===== src/rtl/pwm_pkg.sv =====
// Shared types and width helpers for the multi-channel PWM block.
// Mode and direction encodings are used by the timebase and its users.
package pwm_pkg;

  typedef enum logic {
    PWM_EDGE   = 1'b0,
    PWM_CENTER = 1'b1
  } mode_e;

  typedef enum logic {
    DIR_UP   = 1'b0,
    DIR_DOWN = 1'b1
  } dir_e;

  // $clog2 that never returns zero, so 1-deep counters still get a bit
  function automatic int CNT_W(input int n);
    return (n > 1) ? $clog2(n) : 1;
  endfunction

endpackage


===== src/rtl/pwm_multi_channel_if.sv =====
// Control/output bundle between the pattern sequencer and the PWM block.
// Signal names mirror the io_* port list of the block.
interface pwm_multi_channel_if
  import pwm_pkg::*;
#(
  parameter int CHANNELS   = 4,
  parameter int DUTY_WIDTH = 7
);
  localparam int CH_W = CNT_W(CHANNELS);

  logic                  wrEn;
  logic [CH_W-1:0]       wrChan;
  logic [DUTY_WIDTH-1:0] wrDuty;
  logic [CHANNELS-1:0]   enable;
  logic [CHANNELS-1:0]   invert;
  logic                  centerMode;
  logic                  periodStart;
  logic [CHANNELS-1:0]   pwmOut;

  modport master (
    output wrEn, wrChan, wrDuty,
    output enable, invert, centerMode,
    input  periodStart, pwmOut
  );

  modport slave (
    input  wrEn, wrChan, wrDuty,
    input  enable, invert, centerMode,
    output periodStart, pwmOut
  );

endinterface


===== src/rtl/pwm_timebase.sv =====
// Shared PWM timebase: prescaler, edge/centre counter, wrap pulse.
// Mode is latched only at wrap so a period never changes shape midway.
module pwm_timebase
  import pwm_pkg::*;
#(
  parameter int PERIOD   = 100,
  parameter int PRESCALE = 1,
  parameter int OUT_W    = 7
) (
  input  logic             clock,
  input  logic             reset,
  input  logic             center_i,
  output logic [OUT_W-1:0] cnt_o,
  output logic             wrap_o,
  output logic             start_o
);

  localparam int CW = CNT_W(PERIOD);
  localparam int PW = CNT_W(PRESCALE);
  localparam logic [CW-1:0] TOP  = CW'(PERIOD - 1);
  localparam logic [PW-1:0] PTOP = PW'(PRESCALE - 1);

  logic [PW-1:0] pre_q, pre_d;
  logic [CW-1:0] cnt_q, cnt_d;
  mode_e         mode_q, mode_d;
  dir_e          dir_q, dir_d;
  logic          start_q;
  logic          tick;

  assign tick = (pre_q == PTOP);

  always_comb begin
    pre_d  = tick ? '0 : pre_q + 1'b1;
    cnt_d  = cnt_q;
    dir_d  = dir_q;
    mode_d = mode_q;
    wrap_o = 1'b0;
    if (tick) begin
      unique case (1'b1)
        mode_q == PWM_EDGE:
          cnt_d = (cnt_q == TOP) ? '0 : cnt_q + 1'b1;
        mode_q == PWM_CENTER && dir_q == DIR_UP:
          if (cnt_q == TOP) begin
            cnt_d = cnt_q - 1'b1;
            dir_d = DIR_DOWN;
          end else begin
            cnt_d = cnt_q + 1'b1;
          end
        default:
          cnt_d = cnt_q - 1'b1;
      endcase
      wrap_o = (cnt_d == '0);
    end
    if (wrap_o) begin
      mode_d = mode_e'(center_i);
      dir_d  = DIR_UP;
    end
  end

  always_ff @(posedge clock) begin
    if (reset) begin
      pre_q   <= '0;
      cnt_q   <= '0;
      mode_q  <= PWM_EDGE;
      dir_q   <= DIR_UP;
      start_q <= 1'b0;
    end else begin
      pre_q   <= pre_d;
      cnt_q   <= cnt_d;
      mode_q  <= mode_d;
      dir_q   <= dir_d;
      start_q <= wrap_o;
    end
  end

  assign cnt_o   = OUT_W'(cnt_q);
  assign start_o = start_q;

endmodule


===== src/rtl/pwm_multi_channel.sv =====
// Multi-channel PWM: double-buffered duty, per-channel enable/polarity.
// Shadow duty moves to active only at wrap so updates never glitch.
module pwm_multi_channel
  import pwm_pkg::*;
#(
  parameter int CHANNELS   = 4,
  parameter int DUTY_WIDTH = 7,
  parameter int PERIOD     = 100,
  parameter int PRESCALE   = 1
) (
  input logic                clock,
  input logic                reset,
  pwm_multi_channel_if.slave io
);

  localparam int CH_W = CNT_W(CHANNELS);
  localparam logic [DUTY_WIDTH-1:0] DMAX = DUTY_WIDTH'(PERIOD);
  localparam logic [CH_W:0]         NCH  = (CH_W + 1)'(CHANNELS);

  logic [DUTY_WIDTH-1:0] shadow_q [CHANNELS];
  logic [DUTY_WIDTH-1:0] shadow_d [CHANNELS];
  logic [DUTY_WIDTH-1:0] active_q [CHANNELS];
  logic [DUTY_WIDTH-1:0] active_d [CHANNELS];
  logic [CHANNELS-1:0]   pwm_q, pwm_d;
  logic [DUTY_WIDTH-1:0] cnt;
  logic [DUTY_WIDTH-1:0] wr_val;
  logic                  wr_hit;
  logic                  wrap;
  logic                  start;

  pwm_timebase #(
    .PERIOD   (PERIOD),
    .PRESCALE (PRESCALE),
    .OUT_W    (DUTY_WIDTH)
  ) u_timebase (
    .clock    (clock),
    .reset    (reset),
    .center_i (io.centerMode),
    .cnt_o    (cnt),
    .wrap_o   (wrap),
    .start_o  (start)
  );

  assign wr_val = (io.wrDuty > DMAX) ? DMAX : io.wrDuty;
  assign wr_hit = io.wrEn && ({1'b0, io.wrChan} < NCH);

  // Active takes the pre-write shadow when a write lands on a wrap
  always_comb begin
    for (int i = 0; i < CHANNELS; i++) begin
      shadow_d[i] = shadow_q[i];
      active_d[i] = wrap ? shadow_q[i] : active_q[i];
      if (wr_hit && io.wrChan == CH_W'(i)) shadow_d[i] = wr_val;
      pwm_d[i] = (io.enable[i] && (cnt < active_q[i])) ^ io.invert[i];
    end
  end

  always_ff @(posedge clock) begin
    if (reset) begin
      for (int i = 0; i < CHANNELS; i++) begin
        shadow_q[i] <= '0;
        active_q[i] <= '0;
      end
      pwm_q <= '0;
    end else begin
      for (int i = 0; i < CHANNELS; i++) begin
        shadow_q[i] <= shadow_d[i];
        active_q[i] <= active_d[i];
      end
      pwm_q <= pwm_d;
    end
  end

  assign io.pwmOut      = pwm_q;
  assign io.periodStart = start;

endmodule


===== src/flat_wrapper.sv =====
// flat-port wrapper written by rule: the top's interface ports become plain ports
module pwm_multi_channel_flat import pwm_pkg::*;
#(
  parameter int CHANNELS   = 4,
  parameter int DUTY_WIDTH = 7,
  parameter int PERIOD     = 100,
  parameter int PRESCALE   = 1
)
  (clock, reset, io_wrEn, io_wrChan, io_wrDuty, io_enable, io_invert, io_centerMode, io_periodStart, io_pwmOut);
  pwm_multi_channel_if #(.CHANNELS(CHANNELS), .DUTY_WIDTH(DUTY_WIDTH)) io_i ();
  input logic clock;
  input logic reset;
  input wire logic [$bits(io_i.wrEn)-1:0] io_wrEn;
  input wire logic [$bits(io_i.wrChan)-1:0] io_wrChan;
  input wire logic [$bits(io_i.wrDuty)-1:0] io_wrDuty;
  input wire logic [$bits(io_i.enable)-1:0] io_enable;
  input wire logic [$bits(io_i.invert)-1:0] io_invert;
  input wire logic [$bits(io_i.centerMode)-1:0] io_centerMode;
  output wire logic [$bits(io_i.periodStart)-1:0] io_periodStart;
  output wire logic [$bits(io_i.pwmOut)-1:0] io_pwmOut;
  assign io_i.wrEn = io_wrEn;
  assign io_i.wrChan = io_wrChan;
  assign io_i.wrDuty = io_wrDuty;
  assign io_i.enable = io_enable;
  assign io_i.invert = io_invert;
  assign io_i.centerMode = io_centerMode;
  assign io_periodStart = io_i.periodStart;
  assign io_pwmOut = io_i.pwmOut;
  pwm_multi_channel #(.CHANNELS(CHANNELS), .DUTY_WIDTH(DUTY_WIDTH), .PERIOD(PERIOD), .PRESCALE(PRESCALE)) u_core (.clock(clock), .reset(reset), .io(io_i));
endmodule

===== config.mk =====
export PLATFORM = sky130hd
export DESIGN_NAME = pwm_multi_channel_flat
export DESIGN_NICKNAME = d
export VERILOG_FILES = /design/src/rtl/pwm_pkg.sv /design/src/rtl/pwm_multi_channel_if.sv /design/src/rtl/pwm_timebase.sv /design/src/rtl/pwm_multi_channel.sv /design/src/flat_wrapper.sv
export SDC_FILE = /design/constraint.sdc
export NUM_CORES = 1
export LEC_CHECK = 0
export CELL_PAD_IN_SITES_DETAIL_PLACEMENT = 1
export CELL_PAD_IN_SITES_GLOBAL_PLACEMENT = 1
export CORE_ASPECT_RATIO = 2
export CORE_MARGIN = 2
export CORE_UTILIZATION = 44
export DETAILED_ROUTE_END_ITERATION = 10
export HOLD_SLACK_MARGIN = 0.15
export PLACE_DENSITY_LB_ADDON = 0.1
export SETUP_SLACK_MARGIN = 0.05
export SYNTH_ARGS = -nofsm -noshare
export SYNTH_HDL_FRONTEND = slang
export SYNTH_SLANG_ARGS = --single-unit
export TNS_END_PERCENT = 20

===== constraint.sdc =====
create_clock -name clock -period 3.7 [get_ports clock]
set_input_delay 0.555 -clock clock [delete_from_list [all_inputs] [get_ports clock]]
set_output_delay 0.555 -clock clock [all_outputs]
set_load 0.02 [all_outputs]

==> results of run 1 <==
==> final cells by class <==
type / instances / area, µm² / area share, %
clock buffer: 12 / 246 / 5.70
clock inverter: 3 / 20.0 / 0.463
inverter: 31 / 116 / 2.69
multi-input combinational: 330 / 2100 / 48.5
sequential: 71 / 1420 / 32.8
tap: 98 / 123 / 2.83
timing repair buffer: 32 / 303 / 7.00
==> cells in the final DEF (no fill, tap or decap), types with 4 or more instances in the layout <==
master | synthesis | layout
nand2_1 | 109 | 109
dfxtp_1 | 71 | 71
mux2i_1 | 37 | 37
inv_1 | 29 | 29
a21oi_1 | 27 | 27
ha_1 | 26 | 26
clkdlybuf4s50_1 | 0 | 25
nor2_1 | 20 | 20
o21ai_0 | 12 | 12
a211oi_1 | 10 | 10
clkbuf_16 | 0 | 9
nand3_1 | 8 | 8
nand2b_1 | 8 | 8
a21o_1 | 8 | 8
nor3_1 | 8 | 8
buf_4 | 0 | 7
a31oi_1 | 6 | 6
or4_1 | 5 | 5
xor2_1 | 5 | 5
and4_1 | 4 | 4
nor4_1 | 4 | 4
nand4b_1 | 4 | 4
xnor2_1 | 4 | 4
==> cells by family after synthesis <==
| kind of cell | count (synthesis) | share of synthesized area (%) |
|---|---|---|
| AO/OA/AOI/OAI | 70 | 11.5 |
| XOR/XNOR | 9 | 2.10 |
| adder cells (fa/ha/maj) | 26 | 8.66 |
| buffers and inverters | 54 | 6.26 |
| flip-flops | 71 | 37.9 |
| multiplexers | 37 | 9.86 |
| other | 1 | 0.0999 |
| AND/OR/NAND/NOR | 187 | 23.7 |
==> power breakdown <==
group	total, mW	switching [mW]	internal, mW	leakage, nW
clock network	0.783	0.316	0.467	0.125
registers	0.806	0.0194	0.786	0.576
logic	0.196	0.107	0.0883	0.833
==> per-layer routing <==
metal  wire (µm)  part of all wire (%)
met5           0                     0
met2        4830                    54
met4         411                   4.6
met3         194                   2.2
met1        3570                    40
==> how the worst max path moves through the flow <==
stage	from	end	slack, ns	depth (start not counted)
after floorplan	u_core.u_timebase.cnt_o[2]	u_core.active_q[0][6]	0.99	8
after global placement	u_core.u_timebase.cnt_o[2]	u_core.active_q[0][4]	0.69	7
after detailed placement	u_core.u_timebase.cnt_o[2]	u_core.active_q[3][2]	0.59	7
after CTS	u_core.u_timebase.cnt_o[2]	u_core.active_q[3][2]	0.58	7
after global routing	u_core.u_timebase.cnt_o[0]	u_core.active_q[0][4]	0.39	8
final	u_core.u_timebase.cnt_o[2]	u_core.active_q[0][4]	0.62	7
==> tightest hold or removal path: cells and delay by family (launching register included) <==
kind	cells	cell delay [ns]
muxes	1	0.05
DFF	1	0.31
and+or+nand+nor	1	0.05
==> per-stage QoR <==
stage | util [%] | setup slack, ns | power [mW] | instances | area (µm²)
detailed placement | 49.0 | 0.595 | 1.02 | 562 | 4060
global route | 52.2 | 0.387 | 1.86 | 577 | 4330
CTS | 52.2 | 0.578 | 1.81 | 577 | 4330
global placement | 49.0 | 0.688 | 1.01 | 562 | 4060
finish | 52.2 | 0.619 | 1.78 | 577 | 4330
floorplan | - | 0.986 | 0.947 | 455 | 3750
==> registers in the layout (all words and copies together) (netlist names) <==
register,count
u_core.u_timebase.pre_q,1
u_core.u_timebase.start_o,1
u_core.active_q,28
u_core.io.pwmOut,4
u_core.shadow_q,28
u_core.u_timebase.cnt_o,7
u_core.u_timebase.dir_q,1
u_core.u_timebase.mode_q,1
==> impl_metrics.json, run 1 <==
{
  "avgViaCountPerCell": 5.43,
  "cts_buffer_depth": 2,
  "synth_warnings": 0,
  "worstMarginPinSlew_ns": 0.790,
  "drcViolationCount": 0,
  "cts-htree-levels": 3,
  "syn_to_final_growth_pct": 15.3,
  "hp-class": "reg -> reg",
  "end_kind": "register",
  "fin_crit_sh_pct": 83.3,
  "final.setup_skew_ns": 0.00565,
  "cts_tree": "done",
  "firstDrtPassIters": 4,
  "num_vias": 3131,
  "hpwl_um": 6730,
  "synth_cells": 455,
  "met3_usage_pct": 3.58,
  "ys_seq_area_share_pct": 37.9,
  "setup_viol": 0,
  "routed_wl_um": 9000,
  "synth_top_area_cell": "dfxtp_1",
  "postSynth.asyncResetShare_pct": 0,
  "critPathMaxStageDelay_ns": 0.64,
  "die_width_um": 69.3,
  "cts_sinks": 71,
  "first_global_vias": 3387,
  "synth_cell_types": 44,
  "hp-start": "u_core.active_q[0][1]",
  "cts_setup_buffers": 0,
  "num-nets-final": 522,
  "die_area_um2": 9330,
  "track_usage_pct": 21.5,
  "power_density_nw_per_um2": 412,
  "clockRootBuffer": "clkbuf_16",
  "ys_ff_latch": 71,
  "wl_per_cell_um": 15.6,
  "io_pins": 26,
  "synth_area_um2": 3750,
  "synth-edff-count": 0,
  "crit_path_top_delay_cell": "or4b_4",
  "row_count": 47,
  "synth_commonest_cells": "nand2_1, dfxtp_1, mux2i_1, inv_1, a21oi_1",
  "antenna_found_initial": 0,
  "diodes": 0,
  "grtUsageMet2_pct": 40.5,
  "r2r-end": "u_core.active_q[0][4]",
  "fin_tns_setup_ns": 0,
  "period_needed_ns": 3.08,
  "critical-path-top-delay-family": "simple AND/OR/NAND/NOR gates",
  "gp_congestion": 0.875,
  "whs_endpoint": "u_core.active_q[0][1]",
  "synth_top_area_share_pct": 37.9,
  "ys.flop_type": "dfxtp_1",
  "dr.first_iter.drc_count": 128,
  "core_region_area_um2": 8290,
  "cts_resized": 0,
  "critPathRequiredTime_ns": 3.96,
  "maxSlewHeadroom_pct": 47.2,
  "grt_overflow": 0,
  "worstPathArrival_ns": 3.34,
  "ir_worst_vdd_v": 0.000342,
  "ctsHoldBuffers": 0,
  "rsz0062_at_grt": "false",
  "outcome": "finished, final reports clean",
  "synthesis.nets": 502,
  "hold_viol_final": 0,
  "drtAntennaViolNets": 0,
  "maxCapViolCount": 0,
  "leakagePower_nw": 1.53,
  "path_clk_slew_ns": 0.06,
  "yosysMostFrequentCell": "nand2_1",
  "avgSynthCellArea_um2": 8.25,
  "cp_cell_sequence": "or4b_4, o21ai_4, a22oi_1, or4_4, nor4_4, buf_4, mux2i_1",
  "synth_area_leaders": "dfxtp_1, nand2_1, mux2i_1",
  "clock_latency_ns": 0.33,
  "numCtsBuffers": 9,
  "timing.critical_path.buf_inv": 1,
  "start_util_pct": 45.3,
  "maxSlewViolCount": 0,
  "port_buffers": 25,
  "crit_type": "reg -> reg",
  "worstReg2RegStart": "u_core.u_timebase.cnt_o[2]",
  "grt-busiest-layer": "met2",
  "grt_max_degree": 52,
  "die_h_um": 135,
  "nFillCells": 1014,
  "drive_gt1_share_pct": 6.05,
  "rrSetupSlack_ns": 0.62,
  "grt_pass1_wl_um": 15900,
  "crit_path_max_fanout": 31,
  "cp-start-kind": "register",
  "ff2ff_path_depth": 7,
  "worstHoldPathCells": 2,
  "worst_hold_slack_ns": 0.454,
  "fmax_ghz": 0.325,
  "grt_use_met1_pct": 21.6
}
Power figures use the tool's default switching activity.
==> run 2, diff against run 1 <==
Clock period 3.7 ns to 3.15 ns, I/O delays scaled along.
==> run 2 against run 1 <==
Non-clock buffer count increased by 4. Fmax is 6.0% higher. Sequential power increased by 17%. Die area unchanged. Sequential share of layout area is 0.71 points lower. Clock skew decreased by 0.0022 ns. First-iteration DRC count rose by 11%. Setup slack got worse by 0.37 ns. Highest routed layer unchanged.
==> impl_metrics.json, run 2 (same netlist as run 1, synthesis figures left out) <==
{
  "most-common-layout-cells": "nand2_1, dfxtp_1, mux2i_1, inv_1, a21oi_1",
  "drtAntennaViolNets": 0,
  "cp-start-kind": "register",
  "die_h_um": 135,
  "critPathRequiredTime_ns": 3.40,
  "hold_viol_final": 0,
  "worstMarginPinSlew_ns": 0.739,
  "pre_cts_slack_ns": 0.245,
  "clockRootBuffer": "clkbuf_16",
  "period_needed_ns": 2.91,
  "leakagePower_nw": 1.60,
  "port_buffers": 25,
  "grt_overflow": 0,
  "cts_tree": "done",
  "grt_max_degree": 47,
  "crit_path_max_fanout": 31,
  "io_pins": 26,
  "row_count": 47,
  "p_int_mw": 1.74,
  "hp-class": "reg -> reg",
  "end_kind": "register",
  "drive_gt1_share_pct": 7.64,
  "numCtsBuffers": 9,
  "routed_wl_um": 9590,
  "fin_crit_sh_pct": 92.2,
  "ir_worst_vdd_v": 0.000300,
  "final_cell_count_no_fill": 582,
  "track_usage_pct": 22.0,
  "clock_latency_ns": 0.33,
  "diodes": 0,
  "first_global_vias": 3467,
  "swShare_pct": 23.4,
  "p_sw_uw": 531,
  "dp.cells": 566,
  "cp_cell_sequence": "ha_1, nand2_1, o21ai_4, a22oi_1, or4_4, nor4_4, buf_12, mux2i_1",
  "cts_buffer_depth": 2,
  "dr.first_iter.drc_count": 142,
  "fin_ws_ns": 0.245,
  "path_clk_slew_ns": 0.06,
  "layout_commonest_cell": "nand2_1",
  "outcome": "finished, final reports clean",
  "final.setup_skew_ns": 0.00342,
  "drcViolationCount": 0,
  "cts_sinks": 71,
  "wl_per_cell_um": 16.5,
  "crit_path_top_delay_cell": "or4_4",
  "critPathMaxStageDelay_ns": 0.57,
  "placed_area_um2": 4100,
  "critical-path-top-delay-family": "simple AND/OR/NAND/NOR gates",
  "crit_type": "reg -> reg",
  "gp_congestion": 0.868,
  "cts-htree-levels": 3,
  "syn_to_final_growth_pct": 17.9,
  "maxSlewHeadroom_pct": 50.7,
  "fin_tns_setup_ns": 0,
  "power_density_nw_per_um2": 513,
  "fin_area_um2": 4430,
  "avgViaCountPerCell": 5.51,
  "num-nets-final": 526,
  "nFillCells": 997,
  "die_area_um2": 9330,
  "seqPwrFrac_pct": 41.5,
  "num_vias": 3208,
  "p_clk_share_pct": 48.0,
  "fmax_ghz": 0.344,
  "ctsHoldBuffers": 0,
  "worstPathArrival_ns": 3.15,
  "antenna_found_initial": 0,
  "maxSlewViolCount": 0,
  "setup_viol": 0,
  "die_width_um": 69.3,
  "combPwrFrac_pct": 10.5,
  "rsz0062_at_grt": "false",
  "hpwl_um": 6960,
  "firstDrtPassIters": 4,
  "start_util_pct": 45.3,
  "maxCapViolCount": 0,
  "core_region_area_um2": 8290,
  "grt_pass1_wl_um": 16200,
  "timing.critical_path.buf_inv": 1
}
## run 2: power groups by stage
stage / Clock [mW] / Sequential, mW / Combinational, mW
3_5_place_dp: 0 / 0.963 / 0.238
6_report: 1.09 / 0.944 / 0.239
5_1_grt: 1.16 / 0.947 / 0.265
3_3_place_gp: 0 / 0.962 / 0.232
2_1_floorplan: 0 / 0.963 / 0.149
4_1_cts: 1.12 / 0.944 / 0.242
## run 2: repair_timing
| action | 4_1_cts | 5_1_grt |
|---|---|---|
| setup endpoints to repair | 0 | 1 |
| buffers inserted | 0 | 0 |
| gates resized for setup | 0 | 1 |
| hold endpoints to repair | 0 | 0 |
## run 2: tightest hold or removal path: cells and delay by family (launching register included)
| kind | cells | cell delay [ns] |
|---|---|---|
| compound gates | 1 | 0.05 |
| flops | 1 | 0.31 |
| simple gates | 1 | 0.05 |
## run 2: metrics by stage
stage,utilization [%],total power [mW],hold WS (ns)
after floorplan,-,1.11,0.435
after global placement,49.5,1.19,0.444
after detailed placement,49.5,1.20,0.450
after CTS,53.4,2.30,0.463
after global routing,53.4,2.37,0.476
final,53.4,2.27,0.458
## run 2: final cells by class
cell class	instances	area, µm²	share of cell area, %
Tap cell	98	123	2.77
Sequential cell	71	1420	32.1
Timing Repair Buffer	36	345	7.80
Inverter	31	116	2.63
Clock buffer	10	239	5.40
Clock inverter	6	83.8	1.89
Multi-Input combinational cell	330	2100	47.4
## run 2: worst paths after layout
path	slack, ns	cells past startpoint	end	startpoint
setup / recovery	0.24	8	u_core.active_q[2][4]	u_core.u_timebase.cnt_o[1]
hold / removal	0.46	2	u_core.shadow_q[3][6]	u_core.shadow_q[3][6]
setup reg to reg	0.24	8	u_core.active_q[2][4]	u_core.u_timebase.cnt_o[1]
hold reg to reg	0.46	2	u_core.shadow_q[3][6]	u_core.shadow_q[3][6]
## run 2: routing by layer
layer | share of wire (%) | vias up | global-route usage (%)
li1 | - | 1594 | -
met1 | 39 | 1530 | 22.5
met2 | 55 | 58 | 40.8
met3 | 2.3 | 26 | 4.03
met4 | 4.0 | 0 | 12.7
met5 | 0 | - | 0
==> run 3, diff against run 2 <==
Settings changed: CTS_CLUSTER_SIZE set to 10.
==> results of run 3 <==
Final layout, timing and power as in run 2 (identical DEF).
